File: config.mk
export PLATFORM = sky130hd
export DESIGN_NAME = iob_cache_replacement_engine
export DESIGN_NICKNAME = d
export VERILOG_FILES = /design/src/rtl/iob_cache_rep_pkg.sv /design/src/rtl/iob_cache_onehot_to_bin.sv /design/src/rtl/iob_cache_rep_next_state.sv /design/src/rtl/iob_cache_replacement_engine.sv
export SDC_FILE = /design/constraint.sdc
export NUM_CORES = 2
export LEC_CHECK = 0
export ABC_CLOCK_PERIOD_IN_PS = 4430
export CAP_MARGIN = 20
export CORE_MARGIN = 3
export CORE_UTILIZATION = 55
export DETAILED_ROUTE_END_ITERATION = 8
export DONT_BUFFER_PORTS = 1
export PLACE_DENSITY = 0.71
export SLEW_MARGIN = 20
export SYNTH_ARGS = -nofsm -noshare
export SYNTH_HDL_FRONTEND = slang
export SYNTH_SLANG_ARGS = --single-unit
File: constraint.sdc
create_clock -name clk_i -period 4.43 [get_ports clk_i]
set_input_delay 0.886 -clock clk_i [delete_from_list [all_inputs] [get_ports clk_i]]
set_output_delay 0.886 -clock clk_i [all_outputs]
set_load 0.03 [all_outputs]
File: src/rtl/iob_cache_rep_pkg.sv
// Shared definitions for the cache replacement engine: policy codes, state widths, FSM states.
// Latency: n/a (package only).
// Backpressure: n/a.
package iob_cache_rep_pkg;

  // Policy encodings, mirroring the cache configuration macros
  localparam int IOB_CACHE_LRU       = 0;
  localparam int IOB_CACHE_PLRU_MRU  = 1;
  localparam int IOB_CACHE_PLRU_TREE = 2;
  localparam int IOB_CACHE_RANDOM    = 3;

  // Sweep controller states
  typedef enum logic {
    REP_IDLE  = 1'b0,
    REP_FLUSH = 1'b1
  } rep_fsm_t;

  // Per-line replacement state width for a given policy (0 = no per-line state)
  function automatic int rep_state_w(input int policy, input int n_ways, input int nways_w);
    case (policy)
      IOB_CACHE_LRU:       return n_ways * nways_w;
      IOB_CACHE_PLRU_MRU:  return n_ways;
      IOB_CACHE_PLRU_TREE: return n_ways - 1;
      default:             return 0;
    endcase
  endfunction

endpackage

File: src/rtl/iob_cache_onehot_to_bin.sv
// One-hot to binary index encoder.
// Latency: combinational.
// Backpressure: none.
module iob_cache_onehot_to_bin #(
  parameter int N_WAYS  = 8,
  parameter int NWAYS_W = $clog2(N_WAYS)
) (
  input  logic [N_WAYS-1:0]  onehot,
  output logic [NWAYS_W-1:0] bin
);

  // OR together the indices of all set bits; exact for a one-hot or zero input
  always_comb begin
    bin = '0;
    for (int i = 0; i < N_WAYS; i++) begin
      if (onehot[i]) bin = bin | NWAYS_W'(i);
    end
  end

endmodule

File: src/rtl/iob_cache_rep_next_state.sv
// Per-policy replacement logic: update function, victim candidate decode, init vector.
// Latency: combinational.
// Backpressure: none.
module iob_cache_rep_next_state
  import iob_cache_rep_pkg::*;
#(
  parameter int N_WAYS     = 8,
  parameter int NWAYS_W    = $clog2(N_WAYS),
  parameter int REP_POLICY = IOB_CACHE_PLRU_TREE,
  parameter int SW         = 1
) (
  input  logic [SW-1:0]     upd_cur,
  input  logic [N_WAYS-1:0] upd_way,
  output logic [SW-1:0]     upd_nxt,
  input  logic [SW-1:0]     cand_cur,
  output logic [N_WAYS-1:0] cand_way,
  output logic [SW-1:0]     init_st
);

  if (REP_POLICY == IOB_CACHE_LRU) begin : g_lru
    // Ages packed NWAYS_W bits per way; age 0 is least recently used
    always_comb begin
      logic [NWAYS_W-1:0] old_age;
      logic [NWAYS_W-1:0] age;
      old_age  = '0;
      age      = '0;
      upd_nxt  = upd_cur;
      cand_way = '0;
      init_st  = '0;
      for (int i = 0; i < N_WAYS; i++) begin
        init_st[i*NWAYS_W +: NWAYS_W] = NWAYS_W'(i);
        if (upd_way[i]) old_age = old_age | upd_cur[i*NWAYS_W +: NWAYS_W];
        if (cand_cur[i*NWAYS_W +: NWAYS_W] == '0) cand_way[i] = 1'b1;
      end
      if (|upd_way) begin
        for (int i = 0; i < N_WAYS; i++) begin
          age = upd_cur[i*NWAYS_W +: NWAYS_W];
          if (upd_way[i]) upd_nxt[i*NWAYS_W +: NWAYS_W] = NWAYS_W'(N_WAYS - 1);
          else if (age > old_age) upd_nxt[i*NWAYS_W +: NWAYS_W] = age - NWAYS_W'(1);
        end
      end
    end
  end else if (REP_POLICY == IOB_CACHE_PLRU_MRU) begin : g_mru
    // One MRU bit per way; when every bit would be set, restart from the accessed way
    always_comb begin
      logic found;
      found    = 1'b0;
      init_st  = '0;
      cand_way = '0;
      upd_nxt  = upd_cur;
      if (|upd_way) begin
        upd_nxt = upd_cur | upd_way;
        if (&upd_nxt) upd_nxt = upd_way;
      end
      for (int i = 0; i < N_WAYS; i++) begin
        if (!found && !cand_cur[i]) begin
          cand_way[i] = 1'b1;
          found       = 1'b1;
        end
      end
    end
  end else if (REP_POLICY == IOB_CACHE_PLRU_TREE) begin : g_tree
    // Heap-ordered node bits (node k has children 2k+1, 2k+2); bit 0 points left.
    // Each way's path is evaluated with constant indices so no dynamic bit selects are needed.
    always_comb begin
      logic match;
      match    = 1'b0;
      init_st  = '0;
      cand_way = '0;
      upd_nxt  = upd_cur;
      for (int w = 0; w < N_WAYS; w++) begin
        match = 1'b1;
        for (int l = 0; l < NWAYS_W; l++) begin
          if (upd_way[w])
            upd_nxt[(1 << l) - 1 + (w >> (NWAYS_W - l))] = (((w >> (NWAYS_W - 1 - l)) & 1) == 0);
          if (cand_cur[(1 << l) - 1 + (w >> (NWAYS_W - l))] != (((w >> (NWAYS_W - 1 - l)) & 1) != 0))
            match = 1'b0;
        end
        cand_way[w] = match;
      end
    end
  end else begin : g_random
    // No per-line state; the candidate comes from the LFSR in the top level
    always_comb begin
      upd_nxt  = upd_cur;
      cand_way = '0;
      init_st  = '0;
    end
  end

endmodule

File: src/rtl/iob_cache_replacement_engine.sv
// Victim selection engine with per-line replacement state, lock masking and flush sweep.
// Latency: one cycle from accepted request to sel_valid_o; updates visible next cycle (forwarded same line).
// Backpressure: sel_ready_o low during flush sweep; no output backpressure.
module iob_cache_replacement_engine
  import iob_cache_rep_pkg::*;
#(
  parameter int          N_WAYS     = 8,
  parameter int          NLINES_W   = 7,
  parameter int          NWAYS_W    = $clog2(N_WAYS),
  parameter int          REP_POLICY = IOB_CACHE_PLRU_TREE,
  parameter logic [15:0] LFSR_SEED  = 16'hACE1
) (
  input  logic                clk_i,
  input  logic                arst_n_i,
  input  logic                cke_i,
  input  logic                sel_valid_i,
  output logic                sel_ready_o,
  input  logic [NLINES_W-1:0] sel_line_i,
  input  logic [N_WAYS-1:0]   valid_ways_i,
  input  logic [N_WAYS-1:0]   lock_mask_i,
  output logic                sel_valid_o,
  output logic [N_WAYS-1:0]   sel_way_o,
  output logic [NWAYS_W-1:0]  sel_way_bin_o,
  output logic                sel_none_o,
  input  logic                upd_valid_i,
  input  logic [NLINES_W-1:0] upd_line_i,
  input  logic [N_WAYS-1:0]   upd_way_i,
  input  logic                flush_i,
  output logic                busy_o
);

  localparam int NLINES = 2 ** NLINES_W;
  localparam int SW_RAW = rep_state_w(REP_POLICY, N_WAYS, NWAYS_W);
  localparam int SW     = (SW_RAW > 0) ? SW_RAW : 1;

  logic [SW-1:0]       mem [NLINES];
  rep_fsm_t            state_q, state_d;
  logic [NLINES_W-1:0] cnt_q;
  logic [15:0]         lfsr_q;
  logic                accept, upd_en, none;
  logic [SW-1:0]       upd_nxt, fwd_st, init_st;
  logic [N_WAYS-1:0]   cand_pol, cand, victim, inv_free, unlocked;
  logic [NWAYS_W-1:0]  victim_bin;

  assign sel_ready_o = (state_q == REP_IDLE);
  assign busy_o      = (state_q == REP_FLUSH);
  assign accept      = cke_i & sel_valid_i & sel_ready_o;
  assign upd_en      = cke_i & upd_valid_i & sel_ready_o & (|upd_way_i);
  // Same-line update in the same cycle is forwarded into the selection
  assign fwd_st      = (upd_en && (upd_line_i == sel_line_i)) ? upd_nxt : mem[sel_line_i];
  assign unlocked    = ~lock_mask_i;
  assign inv_free    = ~valid_ways_i & unlocked;
  assign cand        = (REP_POLICY == IOB_CACHE_RANDOM) ? (N_WAYS'(1) << lfsr_q[NWAYS_W-1:0]) : cand_pol;

  iob_cache_rep_next_state #(
    .N_WAYS(N_WAYS), .NWAYS_W(NWAYS_W), .REP_POLICY(REP_POLICY), .SW(SW)
  ) u_next_state (
    .upd_cur (mem[upd_line_i]),
    .upd_way (upd_way_i),
    .upd_nxt (upd_nxt),
    .cand_cur(fwd_st),
    .cand_way(cand_pol),
    .init_st (init_st)
  );

  iob_cache_onehot_to_bin #(.N_WAYS(N_WAYS), .NWAYS_W(NWAYS_W)) u_bin (
    .onehot(victim),
    .bin   (victim_bin)
  );

  // Victim priority: unlocked invalid way, unlocked policy candidate, any unlocked way, none
  always_comb begin
    victim = '0;
    none   = 1'b0;
    if (|inv_free)                victim = inv_free & (~inv_free + N_WAYS'(1));
    else if (|(cand & unlocked))  victim = cand;
    else if (|unlocked)           victim = unlocked & (~unlocked + N_WAYS'(1));
    else                          none   = 1'b1;
  end

  // Sweep controller next state; flush_i is ignored once sweeping
  always_comb begin
    state_d = state_q;
    case (state_q)
      REP_IDLE:  if (flush_i) state_d = REP_FLUSH;
      REP_FLUSH: if (cnt_q == '1) state_d = REP_IDLE;
      default:   state_d = REP_IDLE;
    endcase
  end

  // FSM, sweep counter and LFSR (advances once per accepted request)
  always_ff @(posedge clk_i or negedge arst_n_i) begin
    if (!arst_n_i) begin
      state_q <= REP_IDLE;
      cnt_q   <= '0;
      lfsr_q  <= LFSR_SEED;
    end else if (cke_i) begin
      state_q <= state_d;
      cnt_q   <= (state_q == REP_FLUSH) ? cnt_q + NLINES_W'(1) : '0;
      if (accept) lfsr_q <= {lfsr_q[14:0], lfsr_q[15] ^ lfsr_q[13] ^ lfsr_q[12] ^ lfsr_q[10]};
    end
  end

  // Line state array: sweep writes init, otherwise access updates
  always_ff @(posedge clk_i or negedge arst_n_i) begin
    if (!arst_n_i) begin
      for (int i = 0; i < NLINES; i++) mem[i] <= init_st;
    end else if (cke_i) begin
      if (state_q == REP_FLUSH) mem[cnt_q] <= init_st;
      else if (upd_en)          mem[upd_line_i] <= upd_nxt;
    end
  end

  // Registered response; way outputs hold until the next accepted request
  always_ff @(posedge clk_i or negedge arst_n_i) begin
    if (!arst_n_i) begin
      sel_valid_o   <= 1'b0;
      sel_way_o     <= '0;
      sel_way_bin_o <= '0;
      sel_none_o    <= 1'b0;
    end else if (cke_i) begin
      sel_valid_o <= accept;
      if (accept) begin
        sel_way_o     <= victim;
        sel_way_bin_o <= victim_bin;
        sel_none_o    <= none;
      end
    end
  end

endmodule

[Word-level counts from Yosys, hierarchy flattened]
Cells that the tools add are included.
Word-level totals
  flip-flop bits (word level): 917
  logic and storage cells: 242
  bits of input ports: 44
  output and inout bits: 15
Operators by class
  equality and inequality tests: 2
  add/subtract/negate cells: 3
  bitwise logic cells: 19
  multiplexer cells: 69
  reductions and logical operators: 10
  magnitude comparators: 5
Operators by type and width (number)
  $mux W896: 2
  $and A896 B896 Y896: 1
  $bwmux W896: 1
  $not A896 Y896: 1
  $bmux W7 S7: 2
  $demux W7 S7: 2
  $mux W7: 8
  $mux W1: 44
  $and A8 B8 Y8: 4
  $not A8 Y8: 4
  $reduce_or A8 Y1: 4
  $ge A8 B8 Y1 const B: 3
  $mux W8: 3
  $not A7 Y8: 3
  $add A8 B1 Y8 const B: 2
  $lt A8 B1 Y1 const B: 2
  $mux W3: 4
  $add A7 B1 Y7 const B: 1
  $eq A7 B7 Y1: 1
  $eq A7 B7 Y1 const B: 1
  $and A1 B1 Y1: 5
  $mux W2: 2
  $reduce_and A2 Y1: 2
  $logic_and A1 B1 Y1: 3
  other kinds (3): 3

[Longest topological paths before layout]
  depth in word-level cells: 27
  mapped depth: 19
  depth with buffers taken out: 11

[Least setup slack after synthesis]
OpenSTA, ideal clock, no wires.
  path kind: in2reg
  from: in sel_line_i[0]
  to: reg sel_way_bin_o[2]
  data arrival time: 4058 ps
  cell stages on the path: 17
  data required time: 4304 ps
  library setup time: 126 ps
  setup slack: 246 ps
  buffers on the path: 6
  cell sequence: buf_4 buf_6 buf_6 buf_6 buf_6 mux4_2 a22oi_1 a21oi_1 o41ai_1 a21oi_1 a21oi_1 buf_2 a211oi_1 a221o_1 a31oi_1 o211ai_1 o32a_1
On the way
  longest elaborated chain between the ends: 16
  elaborated cells on any way between the ends: 29
  those cells by class: eq/ne: 1; mux: 24; bitwise: 2; reduce/logical: 2
Ends and longest elaborated chain
  start, declared: RTL line iob_cache_replacement_engine.sv:18  | input logic [NLINES_W-1:0] sel_line_i,
  $not A7 Y8 (not written as such): RTL line iob_cache_replacement_engine.sv:50  | assign fwd_st = (upd_en && (upd_line_i == sel_line_i)) ? upd_nxt : mem[sel_line_i];
  $bmux W7 S7: RTL line iob_cache_replacement_engine.sv:50
  $mux W7 (not written as such) (2 in series): RTL line iob_cache_replacement_engine.sv:50
  $mux W7 *: RTL line iob_cache_replacement_engine.sv:50
  $mux W1 (3 in series): RTL line iob_cache_rep_next_state.sv:76  | if (cand_cur[(1 << l) - 1 + (w >> (NWAYS_W - l))] != (((w >> (NWAYS_W - 1 - l)) & 1) != 0))
  $and A8 B8 Y8: RTL line iob_cache_replacement_engine.sv:76  | else if (|(cand & unlocked)) victim = cand;
  $reduce_or A8 Y1: RTL line iob_cache_replacement_engine.sv:76
  $mux W8 *: RTL line iob_cache_replacement_engine.sv:76
  $mux W8 *: RTL line iob_cache_replacement_engine.sv:75  | if (|inv_free) victim = inv_free & (~inv_free + N_WAYS'(1));
  $mux W3 (3 in series): RTL line iob_cache_onehot_to_bin.sv:16  | if (onehot[i]) bin = bin | NWAYS_W'(i);
  $mux W3 *: RTL line iob_cache_onehot_to_bin.sv:16
  end signal, assigned: RTL line iob_cache_replacement_engine.sv:125  | sel_way_bin_o <= victim_bin;
  end, declared: RTL line iob_cache_replacement_engine.sv:23  | output logic [NWAYS_W-1:0] sel_way_bin_o,
Every way passes the cells marked *; elsewhere a longest branch is shown, timed or not. The select of a mux whose other input is x is not followed.
A chain may end at the register's enable or synchronous reset.

[Final worst setup path]
  from: in upd_line_i[1]
  to: reg sel_way_bin_o[0]
On the way
  longest elaborated chain between the ends: 27
  elaborated cells on any way between the ends: 56
  those cells by class: eq/ne: 1; mux: 51; bitwise: 2; reduce/logical: 2
Ends and longest elaborated chain
  start, declared: RTL line iob_cache_replacement_engine.sv:26  | input logic [NLINES_W-1:0] upd_line_i,
  $not A7 Y8 (not written as such): RTL line iob_cache_replacement_engine.sv:58  | .upd_cur (mem[upd_line_i]),
  $bmux W7 S7: RTL line iob_cache_replacement_engine.sv:58
  $mux W7 (not written as such) (2 in series): RTL line iob_cache_replacement_engine.sv:58
  $mux W1 (8 in series): RTL line iob_cache_rep_next_state.sv:74  | if (upd_way[w])
  $mux W7 *: RTL line iob_cache_replacement_engine.sv:50
  $mux W1 (3 in series): RTL line iob_cache_rep_next_state.sv:76
  $and A8 B8 Y8: RTL line iob_cache_replacement_engine.sv:76
  $reduce_or A8 Y1: RTL line iob_cache_replacement_engine.sv:76
  $mux W8 *: RTL line iob_cache_replacement_engine.sv:76
  $mux W8 *: RTL line iob_cache_replacement_engine.sv:75
  $mux W1: RTL line iob_cache_onehot_to_bin.sv:16
  $mux W2 (2 in series): RTL line iob_cache_onehot_to_bin.sv:16
  $mux W3 (3 in series): RTL line iob_cache_onehot_to_bin.sv:16
  $mux W3 *: RTL line iob_cache_onehot_to_bin.sv:16
Marks and branches as above.

==> metrics.txt <==
worst min path class=in2async; floorplan die height=roughly 310 um; number of filler cells placed in the layout=between 7000 and 8000; setup violation total in the final timing report=around 170; residual DRC count=0; Synth Area in Simple Gates=0.08354; peak supply drop=about 0.51 mV; Tmin final=approximately 4800 ps; wire length reported by the detailed router=approximately 250000 um; post-detailed-placement half-perimeter wirelength=around 170000 um; Yosys Warn Count=0; Post-Place Setup Slack=-383.8 ps; post-route insts no fill=around 5800; global placement routability congestion=around 1.1; distinct cell type count after synthesis=a little over 90; maximum number of pins on one net before global-route repair=roughly 920; total power per unit cell area=roughly 360 nW/um2; depth of the CTS H-tree=3; clock skew after layout=62.40 ps; Clk Tree Root Cell=clkbuf_16; port buffer count=0; leading register cell type out of synthesis=dfrtp_1; clock latency on the worst-skew pair=around 760 ps; detailed-route wire length per cell=43.76 um; leakage power summed over all cells=between 0.02 and 0.03 uW; internal reg-to-reg setup slack=around 150 ps; Final Max Tran Viols=0; total placed cells including tap cells=between 5000 and 6000; Final Hold Fails=0; data required time at the worst endpoint=around 5000 ps; first-pass GRT wire length=353400 um; xor/xnor cell area share of the yosys netlist=0.001197; area of the mapped netlist=~51000 um2; total number of nets in the final design=roughly 4500; Row Count=~110; top fanout value on the critical path=roughly 200; Area growth, synth to finish=13.03%; mean number of vias per cell=between 8 and 9; post-synthesis area per instance=between 10 and 15 um2; global route overflow=0; post-synthesis async set-or-reset flop share=1.000; total iterations of the first detailed-routing run=6; startpoint types=primary input; total design power=about 21000 uW; antenna violations before repair=35; vias after detailed routing=slightly below 50000; TritonCTS clock tree=done; Post-synth EDFFs=0; violations in the final reports=negative setup slack; critical path class=in2reg; arrival time reported for the critical path endpoint=between 5000 and 6000 ps; clock slew at reported path FFs=60 ps; total routing usage reported by global routing=0.5130; DIE WIDTH=between 300 and 400 um; area fraction in compound gates after synthesis=0.2551; adder-cell share of the synthesized area=0.0002442; worst setup margin=-328.5 ps; result of the run=finished, violations left; post-detailed-route count of antenna-violating nets=0; Clock Sink Count=slightly above 900; post-synthesis register bit count=~920; share of synthesized area occupied by flip-flops and latches=0.4479; fraction of layout cells with a size suffix above 1=0.1996; final-layout worst hold slack=113.0 ps; Slew Limit Headroom=0.2340; number of global-route vias before repair=between 40000 and 50000; worst-margin pin slew=between 1000 and 1500 ps; CTS max path bufs=3; Post-Synthesis Cells=~4400; core utilization of the finished layout=0.6289; number of design-rule violations left by the first detailed-router iteration=~9000; Std-Cell Core Area=between 90000 and 100000 um2; die area=between 90000 and 100000 um2; most frequent cells in the layout=916 x dfrtp_1, 851 x a22o_1, 319 x buf_4; effective utilization at floorplan=0.5564; final cycle utilization of the critical path=1.074; total nets after synthesis=between 4000 and 5000; commonest non-fill, non-tap cell in the layout=dfrtp_1; multiplexer share of the synthesized area=0.1714; Boundary Pins=around 60; max-cap viol count=0; CP endpoint kind=register; maximum clock rate=210.1 MHz; combinational family with the most area after synthesis=compound AO/OA/AOI/OAI gates; number of clock buffers inserted by TritonCTS=about 100
## per-layer routing
layer | global-route usage | share of wire
met1 | 0.6598 | 0.34
met2 | 0.6779 | 0.39
met3 | 0.2322 | 0.17
met4 | 0.3734 | 0.097
met5 | 0.01433 | 0.0015
## power breakdown
group / switching (uW) / internal [uW] / total, uW
clock network: 3810 / 4990 / 8800
logic: 2250 / 927 / 3170
registers: 335 / 8570 / 8910
total: 6390 / 14500 / 20900
## timing repair
| action | in CTS | in global routing |
|---|---|---|
| resized for setup | 0 | 10 |
| endpoints found under the hold margin | 732 | 146 |
| setup endpoints to repair | 0 | 11 |
| buffers inserted | 0 | 2 |
## final cells by class
| cell class | count | area (um2) | share of cell area |
|---|---|---|---|
| antenna | 36 | 90.09 | 0.001556 |
| clock buffer | 137 | 2810 | 0.04853 |
| clock inverter | 42 | 571.8 | 0.009874 |
| inverter | 25 | 93.84 | 0.001620 |
| multi-input combinational | 3041 | 26420 | 0.4562 |
| sequential | 917 | 22950 | 0.3963 |
| tap | 1243 | 1555 | 0.02686 |
| timing repair buffer | 368 | 3421 | 0.05907 |
## worst max-delay path: stages
cell and delay, ps:
nor2b_2 920, buf_12 280, o2bb2ai_1 130, a211oi_1 150, a2111oi_0 480, buf_4 250, a2111oi_2 60, a41oi_1 240
buf_4 190, a21boi_0 120, o31ai_1 310, a2bb2oi_2 290, o311ai_2 130, o32a_1 350
## stage by stage
stage | TNS [ps] | cell area (um2)
final | -8200 | 57910
after CTS | 0 | 57600
after detailed placement | -3286 | 54210
after global routing | -62.58 | 57840
after global placement | -2747 | 54210
after floorplan | 0 | 51240
## registers in the layout (all words and copies together) (netlist names)
name           count
sel_valid_o        1
busy_o             1
cnt_q              7
mem              896
sel_way_bin_o      3
sel_way_o          8
sel_none_o         1
## synth_stat cells (all sizes together), types with 23 or more instances
master / count / area share
a211oi: 23 / 0.0034
a32o: 72 / 0.014
a22o: 851 / 0.15
nor3: 150 / 0.015
nand2: 150 / 0.011
a21oi: 83 / 0.0081
o22ai: 48 / 0.0059
mux4: 252 / 0.11
nor2b: 33 / 0.0040
nand3: 79 / 0.0077
o21ai: 181 / 0.018
and3: 125 / 0.015
nor2: 203 / 0.015
a22oi: 108 / 0.016
dfrtp: 917 / 0.45
mux2i: 235 / 0.046
clkbuf: 253 / 0.019
mux2: 67 / 0.015
inv: 25 / 0.0018
a221oi: 72 / 0.012
buf: 165 / 0.020
## cell families (layout without fill, tap and decap cells)
logic type | count (synthesis) | after routing
XOR/XNOR | 7 | 7
other | 0 | 36
flip-flops | 917 | 917
adder cells (fa/ha/maj) | 1 | 1
buffers and inverters | 443 | 572
multiplexers | 554 | 554
AND/OR/NAND/NOR | 852 | 852
AO/OA/AOI/OAI | 1627 | 1627
## final timing paths
path,cells past startpoint,endpoint,startpoint
min,1,mem[690],arst_n_i
max in group asynchronous,2,mem[572],arst_n_i
max,14,sel_way_bin_o[0],upd_line_i[1]
min in group clk_i,1,cnt_q[5],cke_i
min reg2reg,1,mem[56],mem[56]
max reg2reg,13,sel_way_bin_o[0],mem[728]
Power figures use the tool's default switching activity.
